--- src/rtl/hue_pattern_gen.sv ---
// LED pattern source: one GRB pixel per LED per frame from a 1536-step hue wheel, brightness-scaled.
// Latency >=3 cycles per pixel (CALC, SCALE, PRESENT); pix_addr/pix_color held stable while pix_ready is low.
module hue_pattern_gen #(
    parameter int NUM_LEDS       = 150,
    parameter int ADDR_W         = 16,
    parameter int HUE_STEP_LED   = 17,
    parameter int HUE_STEP_FRAME = 17,
    parameter int FRAME_DIV      = 2**20
) (
    input  logic              clk,
    input  logic              rst,
    input  logic              enable,
    input  logic [1:0]        mode,
    input  logic [7:0]        brightness,
    output logic              pix_valid,
    input  logic              pix_ready,
    output logic [ADDR_W-1:0] pix_addr,
    output logic [23:0]       pix_color,
    output logic              frame_done
);
    typedef enum logic [2:0] {
        S_IDLE, S_START, S_CALC, S_SCALE, S_PRESENT, S_DONE, S_WAIT
    } state_t;

    localparam logic [1:0] M_RAINBOW = 2'd0;
    localparam logic [1:0] M_CHASE   = 2'd2;
    localparam logic [1:0] M_OFF     = 2'd3;

    state_t      r_state;
    logic [1:0]  r_mode;
    logic [10:0] r_start_hue;
    logic [10:0] r_hue;
    logic [ADDR_W-1:0] r_chase;
    logic [31:0] r_wait;
    logic [7:0]  r_r, r_g, r_b;

    logic [10:0] w_calc_hue;
    logic [7:0]  w_f, w_nf;
    logic [7:0]  w_r, w_g, w_b;
    logic        w_dark;
    logic [15:0] w_bscale;
    logic [7:0]  w_sr, w_sg, w_sb;

    // Hue sums stay below 3072, so one conditional subtract brings them back into 0..1535.
    function automatic logic [10:0] hue_add(input logic [10:0] a, input logic [10:0] b);
        logic [11:0] s;
        s = {1'b0, a} + {1'b0, b};
        if (s >= 12'd1536)
            s = s - 12'd1536;
        return s[10:0];
    endfunction

    assign w_calc_hue = (r_mode == M_RAINBOW) ? r_hue : r_start_hue;
    assign w_f        = w_calc_hue[7:0];
    assign w_nf       = ~w_calc_hue[7:0];
    assign w_dark     = (r_mode == M_OFF) || ((r_mode == M_CHASE) && (pix_addr != r_chase));

    always_comb begin
        w_r = 8'd0;
        w_g = 8'd0;
        w_b = 8'd0;
        case (w_calc_hue[10:8])
            3'd0: begin w_r = 8'hFF; w_g = w_f;   w_b = 8'h00; end
            3'd1: begin w_r = w_nf;  w_g = 8'hFF; w_b = 8'h00; end
            3'd2: begin w_r = 8'h00; w_g = 8'hFF; w_b = w_f;   end
            3'd3: begin w_r = 8'h00; w_g = w_nf;  w_b = 8'hFF; end
            3'd4: begin w_r = w_f;   w_g = 8'h00; w_b = 8'hFF; end
            3'd5: begin w_r = 8'hFF; w_g = 8'h00; w_b = w_nf;  end
            default: begin w_r = 8'd0; w_g = 8'd0; w_b = 8'd0; end
        endcase
    end

    assign w_bscale = {8'd0, brightness} + 16'd1;
    assign w_sr     = 8'((16'(r_r) * w_bscale) >> 8);
    assign w_sg     = 8'((16'(r_g) * w_bscale) >> 8);
    assign w_sb     = 8'((16'(r_b) * w_bscale) >> 8);

    always_ff @(posedge clk or posedge rst) begin
        if (rst) begin
            r_state     <= S_IDLE;
            r_mode      <= 2'd0;
            r_start_hue <= 11'd0;
            r_hue       <= 11'd0;
            r_chase     <= '0;
            r_wait      <= 32'd0;
            r_r         <= 8'd0;
            r_g         <= 8'd0;
            r_b         <= 8'd0;
            pix_valid   <= 1'b0;
            pix_addr    <= '0;
            pix_color   <= 24'd0;
            frame_done  <= 1'b0;
        end else begin
            case (r_state)
                S_IDLE: begin
                    if (enable)
                        r_state <= S_START;
                end
                S_START: begin
                    r_mode   <= mode;
                    r_hue    <= r_start_hue;
                    pix_addr <= '0;
                    r_state  <= S_CALC;
                end
                S_CALC: begin
                    r_r     <= w_dark ? 8'd0 : w_r;
                    r_g     <= w_dark ? 8'd0 : w_g;
                    r_b     <= w_dark ? 8'd0 : w_b;
                    r_state <= S_SCALE;
                end
                S_SCALE: begin
                    pix_color <= {w_sg, w_sr, w_sb};
                    pix_valid <= 1'b1;
                    r_state   <= S_PRESENT;
                end
                S_PRESENT: begin
                    if (pix_ready) begin
                        pix_valid <= 1'b0;
                        if (pix_addr == ADDR_W'(NUM_LEDS - 1)) begin
                            frame_done <= 1'b1;
                            r_state    <= S_DONE;
                        end else begin
                            pix_addr <= pix_addr + ADDR_W'(1);
                            r_hue    <= hue_add(r_hue, 11'(HUE_STEP_LED));
                            r_state  <= S_CALC;
                        end
                    end
                end
                S_DONE: begin
                    frame_done  <= 1'b0;
                    r_start_hue <= hue_add(r_start_hue, 11'(HUE_STEP_FRAME));
                    r_chase     <= (r_chase == ADDR_W'(NUM_LEDS - 1)) ? '0 : r_chase + ADDR_W'(1);
                    r_wait      <= 32'd0;
                    r_state     <= (FRAME_DIV == 0) ? S_IDLE : S_WAIT;
                end
                S_WAIT: begin
                    if (r_wait == 32'(FRAME_DIV - 1))
                        r_state <= S_IDLE;
                    else
                        r_wait <= r_wait + 32'd1;
                end
                default: r_state <= S_IDLE;
            endcase
        end
    end
endmodule

--- config.mk ---
export PLATFORM = sky130hd
export DESIGN_NAME = hue_pattern_gen
export DESIGN_NICKNAME = d
export VERILOG_FILES = /design/src/rtl/hue_pattern_gen.sv
export SDC_FILE = /design/constraint.sdc
export NUM_CORES = 1
export LEC_CHECK = 0
export CORE_MARGIN = 2
export CORE_UTILIZATION = 59
export DETAILED_ROUTE_END_ITERATION = 8
export PLACE_DENSITY = 0.85
export SYNTH_ARGS = -nofsm -noshare
export SYNTH_HDL_FRONTEND = slang
export SYNTH_SLANG_ARGS = --single-unit
--- constraint.sdc ---
create_clock -name clk -period 6.1 [get_ports clk]
set_input_delay 1.22 -clock clk [delete_from_list [all_inputs] [get_ports clk]]
set_output_delay 1.22 -clock clk [all_outputs]
set_load 0.01 [all_outputs]
# Word-level counts from Yosys, hierarchy flattened
# Cells that the tools add are included.
# Widths: inputs -> output; s select.
# op_classes
addsub,8
multipliers,3
order_cmp,2
n_eq_ne,23
muxes,28
n_bitwise,1
reduce_logical,17
# ops
cell,count
$pmux 8 s3,3
$pmux 32 s2,1
$mux 11,5
$mul 8x9->16,3
$mux 16,3
$add 16x1->16 const B,2
$add 32x1->32 const B,1
$eq 16x8->1 const B,2
$eq 32x20->1 const B,1
$mux 32,1
$pmux 16 s2,1
$add 11x5->12 const B,2
$ge 12x11->1 const B,2
$mux 8,3
$pmux 11 s2,1
$sub 11x11->11 const B,2
$pmux 3 s7,1
$ne 16x16->1,1
$eq 3x3->1 const B,5
$eq 3x2->1 const B,4
$mux 3,4
$ne 2x2->1 const B,6
$add 8x1->9 const B,1
$reduce_and 3->1,3
12 further kinds,24
# word_totals
reg_bits,141
input_bits,14
out_inout_bits,42
elab_cells,95

# Depth between registers and ports, before layout
# depth
word_depth,6
mapped_depth,21
mapped_depth_nobuf,20

# Least setup slack after synthesis
# No wires, ideal clock.
# synth_path
kind,in2reg
startpoint,input brightness[0]
endpoint,register pix_color[7]
setup_ns,0.133
arrival_time_ns,5.894
required_time_ns,5.967
setup_slack_ns,0.073
cell_stages,20
n_path_buf,1
path_cell_list,ha_1 nand3_1 nor2_1 xor2_1 clkbuf_1 nand2_1 fa_1 inv_1 fa_1 fa_1 inv_1 fa_1 inv_1 ha_1 a21o_1 a21o_1 a31o_2 a221oi_1 xnor2_1 o21ai_0
# synth_via
elab_chain_cells,2
# synth_rtl
item,line,rtl
from (decl),14,"input logic [7:0] brightness,"
$add 8x1->9,73,"assign w_bscale = {8'd0, brightness} + 16'd1;"
$mul 8x9->16,76,assign w_sb = 8'((16'(r_b) * w_bscale) >> 8);
to (signal assigned),112,"pix_color <= {w_sg, w_sr, w_sb};"
to (decl),18,"output logic [23:0] pix_color,"
# No other way between the ends.
# A chain may end at the register's enable or synchronous reset.

# Worst setup path after layout
# layout_path
startpoint,input brightness[4]
endpoint,register pix_color[7]
# The elaborated chain is that of the path after synthesis.

==> impl_metrics.ini <==
[setup_path]
path_delay_family = adder cells
critical-path-slowest-cell = fa_1
cp.arrival_ps = 6190
crit_type = in -> reg
cpMostUsedCell = fa_1
startpoint = brightness[4]
end_kind = flop
path_cells = clkdlybuf4s50_1 > buf_4 > nand2_1 > nor2_2 > xor2_1 > buf_4 > nand2_1 > fa_1 > inv_1 > fa_1 > fa_1 > inv_1 > fa_1 > inv_1 > ha_1 > a21o_1 > a21o_1 > a31o_4 > a221oi_2 > xnor2_1 > o21ai_1
reg2reg_from = r_g[7]$_DFFE_PP0P_
crit_path_max_incr_delay_ps = 540
startpoint_type = input pin
cp_max_fo = 5
required_ps = 6360
path_buf_inv = 6

[yosys]
synth_ff_type = dfrtp_1
syn_nets = 1752
syn_inst = 1512
yosys_warnings = 0
synthArstFlopShare_pct = 100
synth_edf_count = 0
syn_area_mm2 = 0.0135
synth_area_per_cell_um2 = 8.96
seq_area_frac_synth_pct = 26.1
ys_types = 60
ys_seq_elements = 141

[status]
status = finished clean

[timing]
finalSetupViolations = 0
hold_viol = 0
finClkSkew_ps = 9.74
max_slew_margin_pct = 25.3
min_period_over_period_pct = 97.1
maxSlewViolCount = 0
worst_pin_slew_ps = 1090
fin_ws_ps = 175
fin_crit_ps = 5930
timing.fmax_mhz = 169

[hold_path]
min_from = pix_color[8]$_DFFE_PP0P_
hold_path.class = reg -> reg

[final_layout]
layout_commonest_cell = nand2_1
utilization_pct = 68.7
multi_input_area_mm2 = 0.00918
final-seq-area_mm2 = 0.00353
instances_no_fill = 1896
drive_above_1_share_pct = 9.19
n_antenna_cell = 0
syn_to_final_growth_pct = 14.5
fin_nets = 1838
mostFrequentLayoutCells = nand2_1 (172), inv_1 (171), dfrtp_1 (141)
fillers = 1674

[detailed_routing]
wl_per_cell_um = 16.5
ant_nets = 0
firstDrtPassIters = 5
drc = 0
drt_iter0_drc = 690
wirelength_um = 31200
viasPerCell = 5.78
dr_total_vias = 10957

[global_routing]
antenna_found_initial = 0
grt_pass1_wl_um = 53400
grt-ovfl-total = 0
grt_max_degree = 89
grt_pass1_vias = 11287
grtUsageTotal_pct = 27.1

[clock_tree]
tritoncts.num_buffers = 17
insertion_delay_ps = 430
clock-sinks = 141
clockBufferDepth = 2
cts_tree = yes
cts_root_buf = clkbuf_16
h-tree-depth = 4
clk_pin_slew_worst_paths_ps = 70

[floorplan]
num_io_pins = 56
rows = 55
initial_core_util_pct = 60.0
core_mm2 = 0.0226
die_area_mm2 = 0.0242
die_w_um = 156
die_h_um = 156

[place]
place_congestion = 0.884
numPortBuffers = 55
post-place-ws_ps = -600
dp_cells = 1861
dp_hpwl_um = 22300

[pwr]
leakagePower_nw = 7.73
power.density_mw_per_mm2 = 499
peakVddDrop_mv = 0.712

[job]
max-cap-violations = 0
synth_stat cells, types with 5 or more instances:
library cell | instances | area share [%]
a21o_1 | 9 | 0.50
a21oi_1 | 29 | 1.1
a31oi_1 | 13 | 0.60
a41oi_1 | 5 | 0.32
and2_1 | 130 | 6.0
and3_1 | 18 | 0.83
and4_1 | 11 | 0.71
buf_1 | 8 | 0.22
buf_2 | 9 | 0.33
clkbuf_1 | 53 | 1.5
dfrtp_1 | 141 | 26
fa_1 | 120 | 18
ha_1 | 106 | 9.8
inv_1 | 172 | 4.8
mux2i_1 | 20 | 1.5
nand2_1 | 173 | 4.8
nand2b_1 | 17 | 0.79
nand3_1 | 48 | 1.8
nand4_1 | 27 | 1.2
nand4b_1 | 6 | 0.39
nor2_1 | 84 | 2.3
nor2b_1 | 21 | 0.97
nor3_1 | 16 | 0.59
nor4_1 | 8 | 0.37
o21ai_0 | 75 | 2.8
o21ai_1 | 19 | 0.70
o22ai_1 | 5 | 0.23
xnor2_1 | 53 | 3.4
xor2_1 | 62 | 4.0
layer usage:
layer	up-vias	GRT usage [%]	part of all wire, %	wire length (um)
li1	5098	-	-	-
met1	5480	34.3	42	13100
met2	304	47.3	51	16000
met3	75	4.04	4.3	1330
met4	0	9.70	2.6	825
met5	-	0	0	0
flip-flops by register name, indices dropped and copies added, names as in the netlist:
name and flops:
r_mode 2, r_b 8, r_start_hue 11, r_hue 11, frame_done 1, r_r 8, r_chase 16, pix_color 24
pix_addr 16, r_state 3, r_g 8, r_wait 32, pix_valid 1
final cells by class:
| type | count | area share, % |
|---|---|---|
| timing repair buffer | 139 | 7.79 |
| inverter | 172 | 4.19 |
| multi-input combinational | 1127 | 59.2 |
| clock inverter | 15 | 1.07 |
| clock buffer | 17 | 2.74 |
| sequential | 141 | 22.7 |
| tap | 285 | 2.30 |
final timing paths:
| kind | endpoint | slack, ps | depth (start not counted) |
|---|---|---|---|
| max reg2reg | pix_color[21]$_DFFE_PP0P_ | 1410 | 16 |
| min | pix_color[8]$_DFFE_PP0P_ | 480 | 2 |
| max | pix_color[7]$_DFFE_PP0P_ | 170 | 21 |
| max in group asynchronous | r_wait[31]$_DFFE_PP0P_ | 3570 | 3 |
| min reg2reg | pix_color[8]$_DFFE_PP0P_ | 480 | 2 |
| min in group asynchronous | pix_color[9]$_DFFE_PP0P_ | 1320 | 2 |
power breakdown:
part / switching [mW] / internal [mW] / leakage (nW) / total [mW]
Clock: 0.485 / 0.551 / 0.284 / 1.04
Sequential: 0.389 / 1.15 / 1.88 / 1.54
Combinational: 2.71 / 2.44 / 5.56 / 5.15
worst min-delay path, cell delays in order (launching register included):
cell	delay, ps
dfrtp_1	340
nand2_1	40
o21ai_0	60
metrics by stage:
| step | cell area [um^2] | power [mW] | setup TNS, ps | hold WS [ps] |
|---|---|---|---|---|
| floorplan | 13500 | 4.96 | 0 | 457 |
| global route | 15500 | 8.59 | -343 | 506 |
| global placement | 14800 | 6.33 | -4880 | 464 |
| CTS | 15400 | 7.69 | 0 | 485 |
| detailed placement | 14800 | 6.60 | -8060 | 469 |
| finish | 15500 | 7.73 | 0 | 482 |
cell families after synthesis:
group | count (synthesis) | share of synthesized area, %
flops | 141 | 26.1
compound gates | 182 | 7.97
simple gates | 581 | 22.3
xor+xnor | 115 | 7.44
mux | 23 | 1.73
buf+inv | 244 | 6.93
fa+ha+maj | 226 | 27.5
repair_timing:
action,CTS,global route
endpoints found under the hold margin,0,0
endpoints found under the setup margin,10,21
buffers inserted,0,2
pin swaps,1,5
hold buffers,0,0
gates cloned,0,1
gates resized for setup,4,25
Power figures use the tool's default switching activity.
